$ cat src/rtl/iob_ptfloat_fpu_arb.sv
// Round-robin arbiter sharing one iob_ptfloat_fpu between N_REQ requesters.
// Optional FPU watchdog enabled by defining PTFLOAT_ARB_TIMEOUT_EN.
module iob_ptfloat_fpu_arb #(
  parameter int DATA_W    = 32,
  parameter int N_REQ     = 2,
  parameter int OPCODE_W  = 3,
  parameter int TIMEOUT_W = 8
) (
  input  logic                       clk_i,
  input  logic                       arst_i,
  input  logic                       cke_i,
  input  logic [N_REQ-1:0]           req_valid_i,
  output logic [N_REQ-1:0]           req_ready_o,
  input  logic [N_REQ*OPCODE_W-1:0]  req_op_i,
  input  logic [N_REQ*DATA_W-1:0]    req_op1_i,
  input  logic [N_REQ*DATA_W-1:0]    req_op2_i,
  output logic [N_REQ-1:0]           rsp_valid_o,
  input  logic [N_REQ-1:0]           rsp_ready_i,
  output logic [DATA_W-1:0]          rsp_data_o,
  output logic [3:0]                 rsp_flags_o,
  output logic [OPCODE_W-1:0]        fpu_op_o,
  output logic                       fpu_start_o,
  output logic [DATA_W-1:0]          fpu_op1_o,
  output logic [DATA_W-1:0]          fpu_op2_o,
  input  logic                       fpu_done_i,
  input  logic [DATA_W-1:0]          fpu_data_i,
  input  logic                       fpu_ovf_i,
  input  logic                       fpu_unf_i,
  input  logic                       fpu_dbz_i
);

  localparam int IDX_W = (N_REQ > 1) ? $clog2(N_REQ) : 1;

  typedef enum logic [1:0] {IDLE, ISSUE, WAIT, RESP} state_t;

  state_t              state_reg, state_next;
  logic [IDX_W-1:0]    rr_reg, rr_next;
  logic [IDX_W-1:0]    grant_reg, grant_next;
  logic [OPCODE_W-1:0] op_reg, op_next;
  logic [DATA_W-1:0]   op1_reg, op1_next;
  logic [DATA_W-1:0]   op2_reg, op2_next;
  logic [DATA_W-1:0]   data_reg, data_next;
  logic [3:0]          flags_reg, flags_next;
  logic [IDX_W-1:0]    pick;
  logic [IDX_W:0]      scan_idx;
  logic                pick_found;
  logic                grant_fire;
`ifdef PTFLOAT_ARB_TIMEOUT_EN
  logic [TIMEOUT_W-1:0] timer_reg, timer_next;
`endif

  // First valid requester at or after the round-robin pointer, wrapping.
  always_comb begin
    pick       = rr_reg;
    pick_found = 1'b0;
    scan_idx   = '0;
    for (int k = 0; k < N_REQ; k++) begin
      scan_idx = {1'b0, rr_reg} + (IDX_W+1)'(k);
      if (scan_idx >= (IDX_W+1)'(N_REQ))
        scan_idx = scan_idx - (IDX_W+1)'(N_REQ);
      if (!pick_found && req_valid_i[scan_idx[IDX_W-1:0]]) begin
        pick       = scan_idx[IDX_W-1:0];
        pick_found = 1'b1;
      end
    end
  end

  always_comb begin
    state_next = state_reg;
    rr_next    = rr_reg;
    grant_next = grant_reg;
    op_next    = op_reg;
    op1_next   = op1_reg;
    op2_next   = op2_reg;
    data_next  = data_reg;
    flags_next = flags_reg;
    grant_fire = 1'b0;
`ifdef PTFLOAT_ARB_TIMEOUT_EN
    timer_next = timer_reg;
`endif
    case (state_reg)
      IDLE: begin
        if (pick_found) begin
          grant_fire = 1'b1;
          grant_next = pick;
          op_next    = req_op_i[pick*OPCODE_W +: OPCODE_W];
          op1_next   = req_op1_i[pick*DATA_W +: DATA_W];
          op2_next   = req_op2_i[pick*DATA_W +: DATA_W];
          rr_next    = (pick == IDX_W'(N_REQ-1)) ? '0 : pick + 1'b1;
          state_next = ISSUE;
        end
      end
      ISSUE: begin
        state_next = WAIT;
`ifdef PTFLOAT_ARB_TIMEOUT_EN
        timer_next = '0;
`endif
      end
      WAIT: begin
`ifdef PTFLOAT_ARB_TIMEOUT_EN
        timer_next = timer_reg + 1'b1;
`endif
        if (fpu_done_i) begin
          data_next  = fpu_data_i;
          flags_next = {1'b0, fpu_dbz_i, fpu_unf_i, fpu_ovf_i};
          state_next = RESP;
        end
`ifdef PTFLOAT_ARB_TIMEOUT_EN
        // A done arriving on the expiry cycle wins over the timeout.
        else if (&timer_next) begin
          data_next  = '0;
          flags_next = 4'b1000;
          state_next = RESP;
        end
`endif
      end
      RESP: begin
        if (rsp_ready_i[grant_reg])
          state_next = IDLE;
      end
      default: state_next = IDLE;
    endcase
  end

  always_ff @(posedge clk_i or posedge arst_i) begin
    if (arst_i) begin
      state_reg <= IDLE;
      rr_reg    <= '0;
      grant_reg <= '0;
      op_reg    <= '0;
      op1_reg   <= '0;
      op2_reg   <= '0;
      data_reg  <= '0;
      flags_reg <= '0;
`ifdef PTFLOAT_ARB_TIMEOUT_EN
      timer_reg <= '0;
`endif
    end else if (cke_i) begin
      state_reg <= state_next;
      rr_reg    <= rr_next;
      grant_reg <= grant_next;
      op_reg    <= op_next;
      op1_reg   <= op1_next;
      op2_reg   <= op2_next;
      data_reg  <= data_next;
      flags_reg <= flags_next;
`ifdef PTFLOAT_ARB_TIMEOUT_EN
      timer_reg <= timer_next;
`endif
    end
  end

  genvar gi;
  generate
    for (gi = 0; gi < N_REQ; gi++) begin : g_port
      assign req_ready_o[gi] = cke_i && grant_fire && (pick == IDX_W'(gi));
      assign rsp_valid_o[gi] = (state_reg == RESP) && (grant_reg == IDX_W'(gi));
    end
  endgenerate

  assign fpu_start_o = cke_i && (state_reg == ISSUE);
  assign fpu_op_o    = op_reg;
  assign fpu_op1_o   = op1_reg;
  assign fpu_op2_o   = op2_reg;
  assign rsp_data_o  = data_reg;
  assign rsp_flags_o = flags_reg;

endmodule

$ cat config.mk
export PLATFORM = sky130hd
export DESIGN_NAME = iob_ptfloat_fpu_arb
export DESIGN_NICKNAME = d
export VERILOG_FILES = /design/src/rtl/iob_ptfloat_fpu_arb.sv
export SDC_FILE = /design/constraint.sdc
export NUM_CORES = 1
export LEC_CHECK = 0
export BUFFER_PORTS_ARGS = -buffer_cell sky130_fd_sc_hd__buf_4
export CAP_MARGIN = 20
export CORE_MARGIN = 4
export CORE_UTILIZATION = 25
export CTS_BUF_LIST = sky130_fd_sc_hd__clkbuf_8
export CTS_CLUSTER_DIAMETER = 200
export DETAILED_ROUTE_END_ITERATION = 8
export GPL_TIMING_DRIVEN = 0
export PLACE_DENSITY = 0.48
export SYNTH_ARGS = -nofsm -noshare
export SYNTH_HDL_FRONTEND = slang
export SYNTH_SLANG_ARGS = --single-unit
export TNS_END_PERCENT = 100
$ cat constraint.sdc
create_clock -name clk_i -period 4.05 [get_ports clk_i]
set_input_delay 0.405 -clock clk_i [delete_from_list [all_inputs] [get_ports clk_i]]
set_output_delay 0.405 -clock clk_i [all_outputs]
set_load 0.02 [all_outputs]
* Word level (Yosys, flattened, before mapping)
Cells that the tools add are included.
Storage, ports and cells: register bits after elaboration 106, input port bits 177, output and inout bits 108, logic and storage cells 60
Cells by class: add/sub/neg operators 4, multipliers 1, magnitude comparators 5, equal/unequal tests 6, shifts and indexed selects 3, muxes and demuxes 19, bitwise logic cells 2, reduce and logical (&&, ||, !) cells 12
Operators with widths (number):
- 64-bit by 7-bit variable part select with 32-bit output | 2
- 1-bit 2-to-1 mux | 15
- 2-bit case mux with 4 select lines | 1
- 1-bit logical AND | 7
- 1-bit by 2-bit < comparator with 1-bit output (second input constant) | 3
- 2-bit 2-to-1 mux | 3
- 2-bit inequality test (second input constant) | 3
- 3-bit AND reduction | 2
- 6-bit by 4-bit variable part select with 3-bit output | 1
- 2-bit == test (second input constant) | 2
- 4-bit AND reduction | 1
- 1-bit by 2-bit multiplier with 3-bit output (second input constant) | 1
- 1-bit by 1-bit adder with 2-bit output (second input constant) | 1
- 2-bit by 1-bit == test with 1-bit output (second input constant) | 1
- 1-bit by 2-bit >= comparator with 1-bit output (second input constant) | 1
- 2-bit >= comparator (second input constant) | 1
- 2-bit zero test | 1
- 1-bit inverter | 2
- 1-bit subtractor (second input constant) | 2
- 1-bit adder (second input constant) | 1
- 1-bit zero test | 1

* Logic depth before layout (Yosys ltp)
Gate-level depths: netlist (run 1).
depth after elaboration 12, gate-level depth with buffers 7, mapped depth without buffers 5

* Least setup slack after synthesis (run 1)
No wires, ideal clock.
path kind flip-flop to flip-flop, from reg state_reg[0], to reg state_reg[1], setup time 127 ps, arrival 1561 ps, required time 3923 ps, path slack 2362 ps, stages on the path, launching flop included 6, path buffers 0, clock period less this slack 1688 ps, cells stage by stage dfrtp_1 > inv_1 > ha_1 > nor3b_1 > a2111oi_2 > mux2_1
Between the ends: longest elaborated chain between the ends 3, elaborated cells between the ends (all ways) 9, those cells by class eq/ne (6); mux (1); reduce/logical (2)
Ends and longest elaborated chain:
- start: declaration | RTL line 36 | state_t state_reg, state_next;
- start signal: assignment | RTL line 139 | state_reg <= state_next;
- 2-bit == test or 2-bit zero test (tied branches) | RTL line 81 | case (state_reg)
- 2-bit inequality test (no line)
- 4-bit AND reduction (no line)
Several ways; a longest one is shown, not always the timed one. A chain may end at the register's enable or synchronous reset.

* Worst setup path in the final report (run 1)
from reg state_reg[0], to out req_ready_o[1]
Between the ends: longest elaborated chain between the ends 4
Ends and longest elaborated chain:
- 2-bit zero test | RTL line 81
- 1-bit 2-to-1 mux | RTL line 81
- 1-bit logical AND (2 in series) | RTL line 156 | assign req_ready_o[gi] = cke_i && grant_fire && (pick == IDX_W'(gi));
- end: declaration | RTL line 13 | output logic [N_REQ-1:0] req_ready_o,
No other way between the ends.

==> metrics.txt, run 1 <==
hold buffer count at cts 0; Routed Antenna Nets 0; CP arrival 2.16 ns; CTS root buf clkbuf_8; R2R Setup Slk 2.07 ns; hpwl dp 11700 um; Fin. Hold Viols 0; Final Critical Period 2.56 ns; Worst VDD drop 0.000279 V; routed vias/inst 4.49; Crit-path slowest cell dfrtp_1; Fin Clk Skew 0.0109 ns; HP Class in -> async; I/O Pins 285; slew at the pin closest to its max-slew limit 0.604 ns; Rel. slew slack 59.8%; crit path max fanout 10; R2R cell count 7; synth top area cells dfrtp_1 (59%), a221o_1 (15%), and2_0 (9.3%); Overflow after GRT 0; status finished clean; Starting Density 25.9%; initial antenna violation count 0; Syn Area/Cell 13.8 sq um; WL met3 1490 um; setup ws final 1.49 ns; # setup viols final 0; Reg clk slew, reported paths 0.10 ns; max layer used met4; Power Density 712 nW/um^2; # Max-Cap Violations 0; Synth warnings 0; Clock Latency Late Sink 0.38 ns; Inst Count DP 837; Finished Layout Cells 853; DRC violations left 0; CTS H-Tree Depth 3; clock share of power 13.4%; Reg power frac 35.8%; Synth top cells by count dfrtp_1 (106), a221o_1 (67), and2_0 (67), mux2_2 (35), buf_2 (13); DRT iter0 DRCs 130; row cnt 48; Cell variety after synth 26; Post-synth EDFFs 0; setup TNS 0 ns; crit path kind reg -> out; delay of the slowest critical-path stage 0.41 ns; Synthesized Nets 509; Buf/Inv on CP 3; Worst Setup End Kind output port; Core ar. 17500 sq um; Die Ht 142 um; Logic pwr share 50.8%; DR WL met2 7370 um; WL/cell 17.6 um; Sw Share 38.0%; P_sw 1940 uW; Reg area 2650 sq um; internal power 3160 uW; Horiz. Die Dim 142 um; mapped cell area 4520 sq um; drt pass-1 iters 4; fin. max-slew vios 0; M1 WL 5920 um; placed cell area 6960 sq um; final net count 804; CTS buffer count 9; final instance area 7160 sq um; Max Fclk 0.390 GHz; Seq/Total Area, Yosys 58.7%; filler cell count 1681; vias 3833; #FFs+latches synth 106; top cell family by delay on the critical path buffers and inverters; total track usage 14.5%; Worst R2R Start state_reg[0]$_DFFE_PP0P_; area grow syn2layout 58.4%; CTS tree built; setup bufs post-CTS 0; Multi-input gate area 1710 sq um; Tcrit/Tclk final 63.2%; share of the synthesized area in the top cell type 58.7%; diode count 0; share of post-route cells with drive strength above 1 57.5%; pre-CTS setup slack 1.81 ns; largest net degree at the start of global routing 63; Clock Path Buffers 2; CP Launch Type flip-flop; Post-synth top flop dfrtp_1; Die ar. 20300 sq um; r2r endpoint fpu_op2_o[15]$_DFFE_PP0P_; number of global-route vias before repair 4117; asr flop ratio synth 100%; Routed WL 15000 um; I/O Buffers 283; post-synthesis cell count 328; most common cell in the synthesized netlist dfrtp_1; Synth area leader dfrtp_1; hold slack final 0.104 ns; CTS resizes 0; first-pass GRT wire length 23000 um; unrepaired setup endpoints after global routing no; static leakage power 0.00354 uW; worst-path cell chain inv_1, ha_1, nand3_1, a21oi_2, buf_2, buf_4; Placer Congestion 0.788; CTS Sinks 106; Required @ worst endpoint 3.64 ns
## cells in the final DEF (no fill, tap or decap), types with 2 or more instances in the layout
master and count:
buf_4 287, dfrtp_1 106, and2_0 67, a221o_1 67, mux2_2 35, buf_2 13, clkbuf_8 10, clkbuf_1 5
inv_1 4, ha_1 4, nand3_2 2, mux2i_1 2, buf_6 2, and2_1 2, a21o_1 2, clkinv_2 2
## metal layers
layer	global-route usage (%)	vias to the layer above
met5	0	-
met4	4.50	0
met3	5.58	13
met2	23.6	178
met1	17.7	1829
li1	-	1813
## kinds of logic after synthesis
group	share of synthesized area, %
and+or+nand+nor	10.7
other	0.0830
buffers and inverters	3.52
muxes	9.41
adders and majority gates	1.11
AOI/OAI and AO/OA	16.5
DFF	58.7
## power groups by stage
stage               combinational, uW  clock (uW)  sequential [uW]
detailed placement               2640           0             1840
floorplan                         873           0             2400
global placement                 2620           0             1830
finish                           2590         682             1830
CTS                              2640         726             1830
global route                     2780         758             1890
## worst max path at each step
stage                                   startpoint                        end  slack [ns]  depth (start not counted)
after floorplan                             arst_i   fpu_op1_o[0]$_DFFE_PP0P_        0.86                          1
after global placement                      arst_i  fpu_op2_o[18]$_DFFE_PP0P_       -0.61                          2
after detailed placement  state_reg[0]$_DFFE_PP0P_             req_ready_o[1]        1.81                          6
after CTS                 state_reg[0]$_DFFE_PP0P_             req_ready_o[1]        1.37                          6
after global routing      state_reg[0]$_DFFE_PP0P_             req_ready_o[1]        1.23                          6
final                     state_reg[0]$_DFFE_PP0P_             req_ready_o[1]        1.49                          6
## through the flow
stage               utilization, %  total power, uW
detailed placement            39.8             4480
global placement              39.6             4460
finish                        41.0             5100
floorplan                        -             3280
CTS                           41.0             5190
global route                  41.0             5430
## worst register-to-register path, stage by stage, from the launching register on
cell and delay (ns):
dfrtp_1 0.41, inv_1 0.10, ha_1 0.30, nand3_1 0.14
a21oi_2 0.34, buf_4 0.26, buf_4 0.20, a221o_1 0.17
## layout make-up
cell class | instances | share of cell area, %
sequential | 106 | 37.1
multi-input combinational | 192 | 23.9
clock inverter | 6 | 0.909
clock buffer | 10 | 1.92
tap | 225 | 3.93
timing repair buffer | 284 | 30.1
inverter | 5 | 0.297
buffer | 25 | 1.96
(Power assumes the default switching activity.)
==> inputs of run 2 (changes only) <==
--- a/config.mk
+++ b/config.mk
@@ -5,6 +5,7 @@
 export SDC_FILE = /design/constraint.sdc
 export NUM_CORES = 1
 export LEC_CHECK = 0
+export ABC_AREA = 1
 export BUFFER_PORTS_ARGS = -buffer_cell sky130_fd_sc_hd__buf_4
 export CAP_MARGIN = 20
 export CORE_MARGIN = 4
@@ -13,7 +14,7 @@
 export CTS_CLUSTER_DIAMETER = 200
 export DETAILED_ROUTE_END_ITERATION = 8
 export GPL_TIMING_DRIVEN = 0
-export PLACE_DENSITY = 0.48
+export PLACE_DENSITY = 0.47
 export SYNTH_ARGS = -nofsm -noshare
 export SYNTH_HDL_FRONTEND = slang
 export SYNTH_SLANG_ARGS = --single-unit
==> constraint.sdc (replaced) <==
create_clock -name clk_i -period 2.7 [get_ports clk_i]
set_input_delay 0.27 -clock clk_i [delete_from_list [all_inputs] [get_ports clk_i]]
set_output_delay 0.27 -clock clk_i [all_outputs]
set_load 0.02 [all_outputs]
==> run 2 against run 1 <==
Effect of this change:
- critical path depth did not move
- wire length grew 14%
- clock-buffer cell count stayed put
- synthesized cell count rose by 71%
- largest cell class unchanged
==> metrics.txt, run 2 <==
Post-synth top flop dfrtp_1; most frequent cells in the layout buf_4 (284), nand2_1 (181), nand3_1 (138); Crit-path slowest cell clkbuf_1; Synth top cells by count nand2_1 (181), nand3_1 (138), dfrtp_1 (106), inv_1 (47), o21ai_0 (35); Worst VDD drop 0.000380 V; I/O Pins 285; Routed Antenna Nets 0; final instance area 7300 sq um; R2R cell count 8; Clock Latency Late Sink 0.38 ns; Cell variety after synth 18; Final Critical Period 2.49 ns; initial antenna violation count 0; # Max-Cap Violations 0; crit path max fanout 10; Die ar. 20900 sq um; Placer Congestion 0.821; Reg clk slew, reported paths 0.11 ns; DRC violations left 0; CP Launch Type flip-flop; setup bufs post-CTS 0; Reg area 2650 sq um; Core ar. 18100 sq um; I/O Buffers 283; total track usage 15.8%; synth top area cells dfrtp_1 (57%), nand3_1 (15%), nand2_1 (15%); filler cell count 1858; post-synthesis cell count 561; hpwl dp 13900 um; r2r endpoint fpu_op2_o[10]$_DFFE_PP0P_; Fin Clk Skew 0.0116 ns; Horiz. Die Dim 145 um; Pwr Total 7490 uW; Clock Path Buffers 2; Die Ht 145 um; placed cell area 7120 sq um; final design utilization 40.2%; Synth warnings 0; final net count 1038; #FFs+latches synth 106; Synthesized Nets 742; CTS resizes 0; CP arrival 2.22 ns; pre-CTS setup slack 0.573 ns; most common cell in the synthesized netlist nand2_1; static leakage power 0.00393 uW; slew at the pin closest to its max-slew limit 0.876 ns; # setup viols final 0; vias 4858; CTS tree built; Overflow after GRT 0; Post-synth EDFFs 0; area grow syn2layout 56.7%; Crit. Startpoint state_reg[0]$_DFFE_PP0P_; Syn Area/Cell 8.31 sq um; unrepaired setup endpoints after global routing no; routed vias/inst 4.45; most common cell after layout, fill and taps aside buf_4; R2R Setup Slk 0.78 ns; number of global-route vias before repair 4941; Synth area leader dfrtp_1; share of post-route cells with drive strength above 1 36.5%; CTS buffer count 9; Worst Setup End Kind output port; Power Density 1030 nW/um^2; Starting Density 25.7%; mapped cell area 4660 sq um; setup TNS 0 ns; fin. max-slew vios 0; share of the synthesized area in the top cell type 56.9%; status finished clean; row cnt 49; crit path kind reg -> out; CTS H-Tree Depth 3; diode count 0; delay of the slowest critical-path stage 0.46 ns; Routed WL 17100 um; drt pass-1 iters 5; Max Fclk 0.402 GHz; Critical Path Sink req_ready_o[0]; Levels on crit path 6; Seq/Total Area, Yosys 56.9%; Multi-input gate area 1670 sq um; worst-path cell chain inv_1, ha_1, nand3_1, nor2_2, clkbuf_1, buf_4; WL/cell 15.7 um; Worst R2R Start state_reg[0]$_DFFE_PP0P_; largest net degree at the start of global routing 40; setup ws final 0.210 ns; CTS root buf clkbuf_8; HP Class in -> async; Rel. slew slack 41.5%; Buf/Inv on CP 3; top cell family by delay on the critical path buffers and inverters; Tcrit/Tclk final 92.2%; hold buffer count at cts 0; DRT iter0 DRCs 153; CTS Sinks 106; Required @ worst endpoint 2.43 ns; asr flop ratio synth 100%; first-pass GRT wire length 25800 um; Fin. Hold Viols 0
run 2: cell count changes after synthesis, moves of 3 or more:
cell,change
buf_2,-6
buf_4,-3
nand3_1,+137
clkbuf_1,+22
a221o_1,-67
mux2_2,-35
and2_0,-67
nand2_1,+181
o21ai_0,+35
a21oi_1,+3
inv_1,+42
run 2: layer usage:
layer  routed length [um]  global-route usage [%]  up-vias
li1                     -                       -     2381
met1                 6920                    19.2     2260
met2                 8400                    26.6      188
met3                 1350                    4.30       29
met4                  472                    6.68        0
met5                    0                       0        -
run 2: stage by stage:
stage / hold WS (ns) / std cells
after floorplan: 0.403 / 561
after global placement: 0.467 / 1073
after detailed placement: 0.472 / 1075
after CTS: 0.0651 / 1091
after global routing: 0.0766 / 1091
final: 0.0514 / 1091
run 2: kinds of logic after synthesis:
group,Yosys count,synth area share [%]
buf+inv,84,7.36
fa+ha+maj,4,1.07
flops,106,56.9
compound gates,38,4.08
other cells,1,0.0805
simple gates,328,30.5
run 2: report_power, final:
part / internal (uW) / switching [uW] / total [uW]
Combinational: 1570 / 2190 / 3760
Sequential: 2340 / 434 / 2770
Clock: 371 / 591 / 963
Total: 4280 / 3210 / 7490
run 2: area by class of cell:
type                       count  area share, %
inverter                      47           2.47
timing repair buffer         285           29.6
clock inverter                 6          0.685
buffer                        37           2.28
clock buffer                  10           1.88
sequential                   106           36.3
tap                          229           3.92
multi-input combinational    371           22.8
run 2: how the worst min path moves through the flow:
| stage | startpoint | endpoint | slack, ns |
|---|---|---|---|
| floorplan | req_op2_i[10] | fpu_op2_o[10]$_DFFE_PP0P_ | 0.40 |
| global placement | fpu_op1_o[1]$_DFFE_PP0P_ | fpu_op1_o[1]$_DFFE_PP0P_ | 0.47 |
| detailed placement | fpu_op1_o[8]$_DFFE_PP0P_ | fpu_op1_o[8]$_DFFE_PP0P_ | 0.47 |
| CTS | arst_i | rsp_data_o[25]$_DFFE_PP0P_ | 0.07 |
| global route | req_op_i[1] | fpu_op_o[1]$_DFFE_PP0P_ | 0.08 |
| finish | arst_i | rsp_data_o[24]$_DFFE_PP0P_ | 0.05 |
==> inputs of run 3 (changes only) <==
==> constraint.sdc (replaced) <==
create_clock -name clk_i -period 3.1 [get_ports clk_i]
set_input_delay 0.31 -clock clk_i [delete_from_list [all_inputs] [get_ports clk_i]]
set_output_delay 0.31 -clock clk_i [all_outputs]
set_load 0.02 [all_outputs]
==> run 3 against run 2 <==
Effect of this change:
- non-clock buffer count decreased by 1
- hold slack improved by 0.076 ns
- highest routed layer unchanged
- sequential cell count unchanged
- final area about the same
- total power decreased by 12%
- via count decreased by 0.41%
- largest power group unchanged
- clock skew decreased by 0.0014 ns
- critical endpoint unchanged
- global-route usage increased by 0.23 points
- critical path type unchanged
==> metrics.txt, run 3 (synthesis gave the netlist of run 2 again) <==
Tcrit/Tclk final 82.2%; Worst VDD drop 0.000345 V; Required @ worst endpoint 2.79 ns; diode count 0; CP arrival 2.24 ns; vias 4838; setup bufs post-CTS 0; total track usage 16.1%; most common cell after layout, fill and taps aside buf_4; status finished clean; I/O Buffers 283; Rel. slew slack 41.9%; most frequent cells in the layout buf_4 (284), nand2_1 (181), nand3_1 (138); Pwr Total 6580 uW; CTS tree built; final instance area 7300 sq um; share of post-route cells with drive strength above 1 36.2%; row cnt 49; hold buffer count at cts 0; Starting Density 25.7%; static leakage power 0.00394 uW; initial antenna violation count 0; Multi-input gate area 1670 sq um; number of global-route vias before repair 4901; unrepaired setup endpoints after global routing no; Worst Setup End Kind output port; CP Launch Type flip-flop; # Max-Cap Violations 0; drt pass-1 iters 5; Reg clk slew, reported paths 0.10 ns; WL/cell 15.7 um; Crit-path slowest cell clkbuf_1; Overflow after GRT 0; placed cell area 7100 sq um; slew at the pin closest to its max-slew limit 0.871 ns; Reg area 2650 sq um; delay of the slowest critical-path stage 0.45 ns; Fin. Hold Viols 0; DRT iter0 DRCs 232; routed vias/inst 4.44; first-pass GRT wire length 26200 um; I/O Pins 285; HP Class in -> async; Final Critical Period 2.55 ns; Clock Latency Late Sink 0.38 ns; Fin Clk Skew 0.0102 ns; Max Fclk 0.393 GHz; filler cell count 1923; fin. max-slew vios 0; final net count 1037; # setup viols final 0; DRC violations left 0; Placer Congestion 0.815; CTS root buf clkbuf_8; hpwl dp 13500 um; CTS resizes 0; area grow syn2layout 56.6%; CTS buffer count 9; Power Density 901 nW/um^2; largest net degree at the start of global routing 68; Routed WL 17100 um; worst-path cell chain inv_1, ha_1, nand3_1, nor2_2, clkbuf_1, buf_4; crit path max fanout 10; Buf/Inv on CP 3; Die ar. 20900 sq um; Die Ht 145 um; CTS Sinks 106; top cell family by delay on the critical path buffers and inverters; crit path kind reg -> out; Routed Antenna Nets 0; Horiz. Die Dim 145 um; CTS H-Tree Depth 3; Clock Path Buffers 2; Core ar. 18100 sq um
[run 3: changes by cell type in the layout (fill, tap and decap cells not counted)]
cell / change
inv_6: -2
inv_1: +2
clkinv_4: -1
buf_12: -2
clkinv_2: +1
clkinvlp_4: -2
inv_4: +1
buf_16: +1
bufinv_16: +1
[run 3: per-layer routing]
metal  share of wire, %  GRT usage, %
met1                 42          21.2
met5                  0             0
met4                1.8          5.30
met2                 49          26.0
met3                7.7          3.84
[run 3: path summary, 6_finish.rpt]
check | startpoint | end | slack [ns] | depth (start not counted)
setup / recovery | state_reg[0]$_DFFE_PP0P_ | req_ready_o[0] | 0.55 | 6
hold / removal | arst_i | rsp_data_o[22]$_DFFE_PP0P_ | 0.13 | 2
setup reg to reg | state_reg[0]$_DFFE_PP0P_ | fpu_op2_o[13]$_DFFE_PP0P_ | 1.13 | 8
hold reg to reg | fpu_op1_o[15]$_DFFE_PP0P_ | fpu_op1_o[15]$_DFFE_PP0P_ | 0.49 | 2
max in group asynchronous | arst_i | fpu_op2_o[8]$_DFFE_PP0P_ | 2.26 | 3
min in group clk_i | req_op1_i[20] | fpu_op1_o[20]$_DFFE_PP0P_ | 0.14 | 3
[run 3: worst reg2reg max path: cells and delay by family, from the launching register on]
kind | cells | cell delay (ns)
fa+ha+maj | 1 | 0.21
buf+inv | 3 | 0.67
flops | 1 | 0.43
simple gates | 4 | 0.60
[run 3: where the power goes]
| group | internal, uW | switching, uW |
|---|---|---|
| combinational | 1360 | 1910 |
| sequential | 2040 | 384 |
| clock | 391 | 493 |
[run 3: final cells by class]
class	instances	share of cell area [%]
Clock buffer	10	1.89
Sequential cell	106	36.3
Multi-Input combinational cell	371	22.8
Inverter	47	2.45
Clock inverter	6	0.806
Timing Repair Buffer	284	29.5
Tap cell	229	3.93
Buffer	37	2.28
[run 3: stage by stage]
step	cells	worst slack (ns)	setup TNS (ns)	util, %	hold WS, ns
6_report	1090	0.552	0	40.2	0.127
5_1_grt	1090	0.327	0	40.2	0.127
4_1_cts	1090	0.463	0	40.2	0.115
3_5_place_dp	1074	0.907	0	39.1	0.470
3_3_place_gp	1073	-1.52	-159.88	39.0	0.467
2_1_floorplan	561	0.00111	0	-	0.443
